$ cat src/rtl/ycbcr_pkg.sv
// Shared widths, emit-phase encodings and helpers for the 4:2:2 -> YCbCr triplet sequencer.
package ycbcr_pkg;

  localparam int BYTE_W    = 8;
  localparam int GRP_BYTES = 4;
  localparam int TRIPLET   = 3;
  localparam int GRP_W     = BYTE_W * GRP_BYTES;

  localparam int INFLIGHT_MIN = 1;
  localparam int INFLIGHT_MAX = 15;

  localparam logic [2:0] PH_Y0   = 3'd0;
  localparam logic [2:0] PH_CB0  = 3'd1;
  localparam logic [2:0] PH_CR0  = 3'd2;
  localparam logic [2:0] PH_Y1   = 3'd3;
  localparam logic [2:0] PH_CB1  = 3'd4;
  localparam logic [2:0] PH_CR1  = 3'd5;
  localparam logic [2:0] PH_LAST = 3'(2 * TRIPLET - 1);

  localparam logic [0:0] ST_IDLE = 1'b0;
  localparam logic [0:0] ST_EMIT = 1'b1;

  function automatic int clamp_inflight(input int n);
    if (n < INFLIGHT_MIN) return INFLIGHT_MIN;
    if (n > INFLIGHT_MAX) return INFLIGHT_MAX;
    return n;
  endfunction

  // Stored group layout is {Y1, Cr, Y0, Cb} from MSB to LSB.
  function automatic logic [BYTE_W-1:0] emit_byte(input logic [GRP_W-1:0] grp,
                                                  input logic [2:0] phase);
    case (phase)
      PH_Y0:          emit_byte = grp[1*BYTE_W +: BYTE_W];
      PH_Y1:          emit_byte = grp[3*BYTE_W +: BYTE_W];
      PH_CB0, PH_CB1: emit_byte = grp[0*BYTE_W +: BYTE_W];
      PH_CR0, PH_CR1: emit_byte = grp[2*BYTE_W +: BYTE_W];
      default:        emit_byte = '0;
    endcase
  endfunction

endpackage

$ cat src/rtl/ycbcr422_mac_sequencer_if.sv
// Byte-stream input, triplet output and r/g/b return bus of the MAC sequencer.
interface ycbcr422_mac_sequencer_if;

  logic                           s_valid;
  logic                           s_ready;
  logic                           s_sof;
  logic [ycbcr_pkg::BYTE_W-1:0]   s_data;
  logic                           ycbcr_val;
  logic [ycbcr_pkg::BYTE_W-1:0]   ycbcr_data;
  logic                           r_val;
  logic                           g_val;
  logic                           b_val;
  logic [ycbcr_pkg::BYTE_W-1:0]   r_data;
  logic [ycbcr_pkg::BYTE_W-1:0]   g_data;
  logic [ycbcr_pkg::BYTE_W-1:0]   b_data;
  logic                           pix_val;
  logic [3*ycbcr_pkg::BYTE_W-1:0] pix_rgb;

  modport master (
    output s_valid, s_sof, s_data, r_val, g_val, b_val, r_data, g_data, b_data,
    input  s_ready, ycbcr_val, ycbcr_data, pix_val, pix_rgb
  );

  modport slave (
    input  s_valid, s_sof, s_data, r_val, g_val, b_val, r_data, g_data, b_data,
    output s_ready, ycbcr_val, ycbcr_data, pix_val, pix_rgb
  );

endinterface

$ cat src/rtl/ycbcr422_grp_buf.sv
// Two-entry ping-pong buffer assembling 4:2:2 byte groups; the reader releases whole groups.
module ycbcr422_grp_buf
  import ycbcr_pkg::*;
#(
  parameter int SWAP_CHROMA = 0
) (
  input  logic              clk,
  input  logic              rst,
  input  logic              wr_valid,
  input  logic              wr_sof,
  input  logic [BYTE_W-1:0] wr_data,
  output logic              wr_ready,
  output logic              sof_err,
  input  logic              rd_release,
  output logic              rd_full,
  output logic              nxt_full,
  output logic [GRP_W-1:0]  rd_data,
  output logic [GRP_W-1:0]  nxt_data
);

  logic [GRP_W-1:0] grp_q [2];
  logic [1:0]       full_q;
  logic             wr_ptr_q;
  logic             rd_ptr_q;
  logic [1:0]       idx_q;
  logic             accept;
  logic [1:0]       eff_idx;
  logic [1:0]       pos;

  assign wr_ready = ~full_q[wr_ptr_q];
  assign accept   = wr_valid & wr_ready;
  assign eff_idx  = wr_sof ? 2'd0 : idx_q;
  // In VYUY order the chroma bytes arrive swapped, so positions 0 and 2 trade places.
  assign pos      = ((SWAP_CHROMA != 0) && !eff_idx[0]) ? (eff_idx ^ 2'd2) : eff_idx;
  assign sof_err  = accept & wr_sof & (idx_q != 2'd0);

  assign rd_full  = full_q[rd_ptr_q];
  assign nxt_full = full_q[~rd_ptr_q];
  assign rd_data  = grp_q[rd_ptr_q];
  assign nxt_data = grp_q[~rd_ptr_q];

  // Writes only target a non-full entry and releases only a full one, so they never collide.
  always_ff @(posedge clk) begin
    if (rst) begin
      grp_q[0] <= '0;
      grp_q[1] <= '0;
      full_q   <= 2'b00;
      wr_ptr_q <= 1'b0;
      rd_ptr_q <= 1'b0;
      idx_q    <= 2'd0;
    end else begin
      if (accept) begin
        grp_q[wr_ptr_q][pos*BYTE_W +: BYTE_W] <= wr_data;
        if (eff_idx == 2'd3) begin
          full_q[wr_ptr_q] <= 1'b1;
          wr_ptr_q         <= ~wr_ptr_q;
          idx_q            <= 2'd0;
        end else begin
          idx_q <= eff_idx + 2'd1;
        end
      end
      if (rd_release) begin
        full_q[rd_ptr_q] <= 1'b0;
        rd_ptr_q         <= ~rd_ptr_q;
      end
    end
  end

endmodule

$ cat src/rtl/ycbcr422_mac_sequencer.sv
// Expands 4:2:2 groups into Y,Cb,Cr triplets for the RGB MACs, throttled by in-flight credits,
// and joins the r/g/b results back into a pixel stream.
module ycbcr422_mac_sequencer
  import ycbcr_pkg::*;
#(
  parameter int MAX_INFLIGHT = 4,
  parameter int SWAP_CHROMA  = 0
) (
  input  logic                          clk,
  input  logic                          rst,
  ycbcr422_mac_sequencer_if.slave       bus,
  output logic [3:0]                    inflight,
  output logic                          err_align,
  output logic                          err_sof
);

  localparam int         MAX_IF       = clamp_inflight(MAX_INFLIGHT);
  localparam logic [4:0] CREDIT_LIMIT = 5'(MAX_IF);

  logic              s_ready;
  logic              sof_err;
  logic              rd_release;
  logic              rd_full;
  logic              nxt_full;
  logic [GRP_W-1:0]  rd_data;
  logic [GRP_W-1:0]  nxt_data;

  logic [0:0]        state_q, state_d;
  logic [2:0]        phase_q, phase_d;
  logic              val_q, val_d;
  logic [BYTE_W-1:0] data_q, data_d;

  logic [3:0]        inflight_q;
  logic              credit_ok;
  logic              credit_inc;
  logic              ret_all;
  logic              ret_any;
  logic              pix_val_q;
  logic [3*BYTE_W-1:0] pix_rgb_q;
  logic              err_align_q;
  logic              err_sof_q;

  ycbcr422_grp_buf #(.SWAP_CHROMA(SWAP_CHROMA)) u_grp_buf (
    .clk        (clk),
    .rst        (rst),
    .wr_valid   (bus.s_valid),
    .wr_sof     (bus.s_sof),
    .wr_data    (bus.s_data),
    .wr_ready   (s_ready),
    .sof_err    (sof_err),
    .rd_release (rd_release),
    .rd_full    (rd_full),
    .nxt_full   (nxt_full),
    .rd_data    (rd_data),
    .nxt_data   (nxt_data)
  );

  // A group is only started when both of its triplets fit under the credit limit.
  assign credit_ok  = ({1'b0, inflight_q} + 5'd2) <= CREDIT_LIMIT;
  assign credit_inc = (state_q == ST_EMIT) && ((phase_q == PH_Y0) || (phase_q == PH_Y1));
  assign ret_all    = bus.r_val & bus.g_val & bus.b_val;
  assign ret_any    = bus.r_val | bus.g_val | bus.b_val;

  always_comb begin
    state_d    = state_q;
    phase_d    = phase_q;
    val_d      = 1'b0;
    data_d     = '0;
    rd_release = 1'b0;
    if (state_q == ST_IDLE) begin
      if (rd_full && credit_ok) begin
        state_d = ST_EMIT;
        phase_d = PH_Y0;
        val_d   = 1'b1;
        data_d  = emit_byte(rd_data, PH_Y0);
      end
    end else if (phase_q != PH_LAST) begin
      phase_d = phase_q + 3'd1;
      val_d   = 1'b1;
      data_d  = emit_byte(rd_data, phase_q + 3'd1);
    end else begin
      rd_release = 1'b1;
      phase_d    = PH_Y0;
      if (nxt_full && credit_ok) begin
        val_d  = 1'b1;
        data_d = emit_byte(nxt_data, PH_Y0);
      end else begin
        state_d = ST_IDLE;
      end
    end
  end

  always_ff @(posedge clk) begin
    if (rst) begin
      state_q <= ST_IDLE;
      phase_q <= PH_Y0;
      val_q   <= 1'b0;
      data_q  <= '0;
    end else begin
      state_q <= state_d;
      phase_q <= phase_d;
      val_q   <= val_d;
      data_q  <= data_d;
    end
  end

  // A return with no credit outstanding is treated as a misaligned strobe, not an underflow.
  always_ff @(posedge clk) begin
    if (rst) begin
      inflight_q  <= 4'd0;
      pix_val_q   <= 1'b0;
      pix_rgb_q   <= '0;
      err_align_q <= 1'b0;
      err_sof_q   <= 1'b0;
    end else begin
      case ({credit_inc, ret_all})
        2'b10:   inflight_q <= inflight_q + 4'd1;
        2'b01:   if (inflight_q != 4'd0) inflight_q <= inflight_q - 4'd1;
        default: ;
      endcase
      pix_val_q <= ret_all;
      if (ret_all) pix_rgb_q <= {bus.r_data, bus.g_data, bus.b_data};
      if ((ret_any && !ret_all) || (ret_all && !credit_inc && (inflight_q == 4'd0)))
        err_align_q <= 1'b1;
      if (sof_err) err_sof_q <= 1'b1;
    end
  end

  assign bus.s_ready    = s_ready;
  assign bus.ycbcr_val  = val_q;
  assign bus.ycbcr_data = data_q;
  assign bus.pix_val    = pix_val_q;
  assign bus.pix_rgb    = pix_rgb_q;
  assign inflight       = inflight_q;
  assign err_align      = err_align_q;
  assign err_sof        = err_sof_q;

endmodule

$ cat src/flat_wrapper.sv
// flat-port wrapper written by rule: the top's interface ports become plain ports
module ycbcr422_mac_sequencer_flat import ycbcr_pkg::*;
#(
  parameter int MAX_INFLIGHT = 4,
  parameter int SWAP_CHROMA  = 0
)
  (clk, rst, inflight, err_align, err_sof, bus_s_valid, bus_s_sof, bus_s_data, bus_r_val, bus_g_val, bus_b_val, bus_r_data, bus_g_data, bus_b_data, bus_s_ready, bus_ycbcr_val, bus_ycbcr_data, bus_pix_val, bus_pix_rgb);
  ycbcr422_mac_sequencer_if bus_i ();
  input  logic clk;
  input  logic rst;
  output logic [3:0] inflight;
  output logic err_align;
  output logic err_sof;
  input wire logic [$bits(bus_i.s_valid)-1:0] bus_s_valid;
  input wire logic [$bits(bus_i.s_sof)-1:0] bus_s_sof;
  input wire logic [$bits(bus_i.s_data)-1:0] bus_s_data;
  input wire logic [$bits(bus_i.r_val)-1:0] bus_r_val;
  input wire logic [$bits(bus_i.g_val)-1:0] bus_g_val;
  input wire logic [$bits(bus_i.b_val)-1:0] bus_b_val;
  input wire logic [$bits(bus_i.r_data)-1:0] bus_r_data;
  input wire logic [$bits(bus_i.g_data)-1:0] bus_g_data;
  input wire logic [$bits(bus_i.b_data)-1:0] bus_b_data;
  output wire logic [$bits(bus_i.s_ready)-1:0] bus_s_ready;
  output wire logic [$bits(bus_i.ycbcr_val)-1:0] bus_ycbcr_val;
  output wire logic [$bits(bus_i.ycbcr_data)-1:0] bus_ycbcr_data;
  output wire logic [$bits(bus_i.pix_val)-1:0] bus_pix_val;
  output wire logic [$bits(bus_i.pix_rgb)-1:0] bus_pix_rgb;
  assign bus_i.s_valid = bus_s_valid;
  assign bus_i.s_sof = bus_s_sof;
  assign bus_i.s_data = bus_s_data;
  assign bus_i.r_val = bus_r_val;
  assign bus_i.g_val = bus_g_val;
  assign bus_i.b_val = bus_b_val;
  assign bus_i.r_data = bus_r_data;
  assign bus_i.g_data = bus_g_data;
  assign bus_i.b_data = bus_b_data;
  assign bus_s_ready = bus_i.s_ready;
  assign bus_ycbcr_val = bus_i.ycbcr_val;
  assign bus_ycbcr_data = bus_i.ycbcr_data;
  assign bus_pix_val = bus_i.pix_val;
  assign bus_pix_rgb = bus_i.pix_rgb;
  ycbcr422_mac_sequencer #(.MAX_INFLIGHT(MAX_INFLIGHT), .SWAP_CHROMA(SWAP_CHROMA)) u_core (.clk(clk), .rst(rst), .bus(bus_i), .inflight(inflight), .err_align(err_align), .err_sof(err_sof));
endmodule
$ cat config.mk
export PLATFORM = sky130hd
export DESIGN_NAME = ycbcr422_mac_sequencer_flat
export DESIGN_NICKNAME = d
export VERILOG_FILES = /design/src/rtl/ycbcr_pkg.sv /design/src/rtl/ycbcr422_mac_sequencer_if.sv /design/src/rtl/ycbcr422_grp_buf.sv /design/src/rtl/ycbcr422_mac_sequencer.sv /design/src/flat_wrapper.sv
export SDC_FILE = /design/constraint.sdc
export NUM_CORES = 1
export LEC_CHECK = 0
export ABC_CLOCK_PERIOD_IN_PS = 2900
export CAP_MARGIN = 20
export CORE_MARGIN = 2
export CORE_UTILIZATION = 30
export DETAILED_ROUTE_END_ITERATION = 8
export MAX_ROUTING_LAYER = met4
export REMOVE_ABC_BUFFERS = 1
export SYNTH_ARGS = -nofsm -noshare
export SYNTH_HDL_FRONTEND = slang
export SYNTH_SLANG_ARGS = --single-unit
$ cat constraint.sdc
create_clock -name clk -period 2.9 [get_ports clk]
set_input_delay 0.87 -clock clk [delete_from_list [all_inputs] [get_ports clk]]
set_output_delay 0.87 -clock clk [all_outputs]
set_load 0.005 [all_outputs]
==> results.yml <==
floorplan:
  die_h_um: 137
  initial_core_util_pct: 30.8
  ios: 80
  die_x_um: 137
  core-area_mm2: 0.0174
  fp-row-count: 48
  dieArea_mm2: 0.0189
cts:
  root_buffer: "clkbuf_16"
  cts_num_sinks: 114
  cts_hold_buf: 0
  cts.repair.resized: 0
  post_cts_buffers: 0
  htree_levels: 4
  clk_pin_slew_ns: 0.05
  cts_buffer_depth: 2
  cts_tree: "done"
  numCtsBuffers: 17
  clock_latency_ns: 0.41
sta:
  fin_crit_sh_pct: 90.2
  final_max_slew_viol_count: 0
  setup_tns_ns: 0
  hold_viol_final: 0
  post-route-min-period_ns: 2.62
  max_freq_ghz: 0.382
  clock_skew_ns: 0.00587
  setup_viol: 0
  timing.hold.ws_ns: 0.451
  tightest_slew_ns: 0.542
  rsz0062_at_grt: "no"
  relSlewSlack_pct: 63.7
setup_path:
  cp-end-kind: "primary output"
  critPathRequiredTime_ns: 2.03
  cp-start-kind: "flip-flop"
  criticalPathCategory: "flip-flop to primary output"
  arrival_ns: 1.75
  crit_fanout: 7
route:
  route.detailed.drc: 0
  avgRoutedWirePerCell_um: 16.2
  ant_nets: 0
  drt_wl_total_um: 13200
  drtIter0Drc: 296
  first_pass_iters: 5
  vias: 3939
  vias_per_cell: 4.85
layout:
  antennaDiodeCount: 0
  syn2layout_area_growth_pct: 31.5
  regArea_mm2: 0.00292
  fin_util_pct: 40.4
  multiInputGateArea_mm2: 0.00228
  nets: 622
  fin_area_mm2: 0.00702
  layout-drive-gt1-share_pct: 10.9
  fillCellCount: 1622
synthesis:
  avgSynthCellArea_um2: 10.9
  synth_async_sr_flop_share_pct: 0
  synth_top_area_share_pct: 36.0
  synthCells: 488
  yosys_warnings: 0
  synth_area_leaders: "edfxtp_1 36%, dfxtp_1 19%, mux2i_1 8.2%"
  netlist_area_mm2: 0.00534
  synth-edff-count: 64
  ys_ff_latch: 114
  synth_top_flop_cell: "edfxtp_1"
  ys_seq_area_share_pct: 54.7
  yosysTopAreaCell: "edfxtp_1"
  ys_types: 55
global_route:
  grt_max_degree: 33
  grt_pass1_wl_um: 20400
  grt.overflow.total: 0
  antenna_found_initial: 0
  grt_pass1_vias: 3893
  grtUsageTotal_pct: 15.0
power_and_ir_drop:
  p_clk_share_pct: 51.5
  pwr-share-comb_pct: 5.3
  p_total_mw: 4.12
  p_leak_nw: 2.51
  vdd_drop_max_mv: 0.363
  intPower_mw: 3.27
  netSwitchingFraction_pct: 20.6
  p_sw_mw: 0.850
  sequentialPowerShare_pct: 43.2
  power_density_mw_per_mm2: 587
placed_design:
  io_buffers: 79
  detailed_place_hpwl_um: 9350
  dpl-instance-area_mm2: 0.00639
  gp_congestion: 0.789
hold_path:
  min_path_type: "flip-flop to flip-flop"
flow_run:
  maxCapViolCount: 0
run_status:
  status: "finished, final reports clean"
==> per-layer routing <==
| layer | up-vias | GRT usage, % | part of all wire (%) |
|---|---|---|---|
| met5 | - | - | 0 |
| met4 | 0 | 6.47 | 1.7 |
| met3 | 18 | 4.05 | 4.3 |
| met2 | 91 | 24.8 | 52 |
| met1 | 1906 | 17.1 | 42 |
| li1 | 1924 | - | - |
==> cell usage after synthesis, types with 3 or more instances <==
cell / number
nor2_2: 4
nor2_4: 4
clkbuf_1: 12
nand2b_1: 6
a21oi_1: 39
edfxtp_1: 64
nand3_1: 8
nand2_1: 66
nor2b_1: 3
nor2_1: 12
inv_1: 7
buf_2: 8
o221ai_1: 8
o31ai_1: 8
and2_1: 65
nor3_1: 15
o22ai_1: 8
o21ai_0: 3
dfxtp_1: 50
mux2i_1: 44
ha_1: 9
==> cell families after synthesis <==
group	after synthesis	share of synthesized area, %
fa+ha+maj	9	2.11
mux	46	8.67
simple gates	202	20.9
compound gates	81	10.1
buf+inv	31	2.58
xor+xnor	5	0.961
flops	114	54.7
==> through the flow <==
stage | instances | worst slack (ns)
global placement | 780 | 0.122
detailed placement | 780 | 0.0485
floorplan | 464 | 0.320
CTS | 812 | 0.254
finish | 812 | 0.283
global route | 812 | 0.187
==> path summary, 6_finish.rpt <==
check / from / endpoint / slack [ns] / depth (start not counted)
worst min register to register: u_core.bus.pix_rgb[14]$_SDFFE_PP0P_ / u_core.bus.pix_rgb[14]$_SDFFE_PP0P_ / 0.45 / 2
worst max-delay path: u_core.u_grp_buf.wr_ptr_q$_SDFFE_PP0P_ / bus_s_ready / 0.28 / 3
worst max register to register: u_core.phase_q[0]$_SDFFE_PP0P_ / u_core.bus.ycbcr_data[7]$_SDFF_PP0_ / 0.44 / 6
worst min-delay path: u_core.bus.pix_rgb[14]$_SDFFE_PP0P_ / u_core.bus.pix_rgb[14]$_SDFFE_PP0P_ / 0.45 / 2
==> final cells by class <==
type / count / area share [%]
Clock inverter: 4 / 0.392
Timing Repair Buffer: 91 / 12.6
Inverter: 7 / 0.374
Sequential cell: 114 / 41.6
Multi-Input combinational cell: 343 / 32.5
Clock buffer: 28 / 8.56
Tap cell: 225 / 4.01
==> worst max-delay path, cell delays in order (launching register included) <==
cell and delay (ns):
dfxtp_1 0.44, mux2i_1 0.22, buf_4 0.16, clkdlybuf4s50_1 0.52
==> placed cells by master (no fill, tap or decap), types with 6 or more instances in the layout <==
master / n
clkbuf_8: 7
edfxtp_1: 64
clkdlybuf4s50_1: 79
buf_4: 12
clkbuf_16: 20
ha_1: 9
o31ai_1: 8
mux2i_1: 44
dfxtp_1: 50
o22ai_1: 8
nor3_1: 15
inv_1: 7
o221ai_1: 8
nand2_1: 66
nor2_1: 12
and2_1: 65
nand2b_1: 6
nand3_1: 8
a21oi_1: 39
==> power groups by stage <==
stage / logic, mW / registers, mW / clock network (mW)
2_1_floorplan: 0.0809 / 1.81 / 0
4_1_cts: 0.222 / 1.78 / 2.15
3_3_place_gp: 0.216 / 1.81 / 0
6_report: 0.220 / 1.78 / 2.12
3_5_place_dp: 0.221 / 1.81 / 0
5_1_grt: 0.240 / 1.78 / 2.24
==> state kept, by name, indices dropped and copies added, names as in the netlist, named ones only <==
| signal | flops |
|---|---|
| u_core.bus.pix_val | 1 |
| u_core.err_sof | 1 |
| u_core.err_align | 1 |
| u_core.bus.ycbcr_data | 8 |
| u_core.u_grp_buf.full_q | 2 |
| u_core.u_grp_buf.idx_q | 2 |
| u_core.u_grp_buf.wr_ptr_q | 1 |
| u_core.phase_q | 3 |
| u_core.state_q | 1 |
| u_core.inflight | 4 |
| u_core.u_grp_buf.grp_q | 64 |
| u_core.bus.pix_rgb | 24 |
| u_core.u_grp_buf.rd_ptr_q | 1 |
No activity file was read; power rests on OpenSTA's default activity.
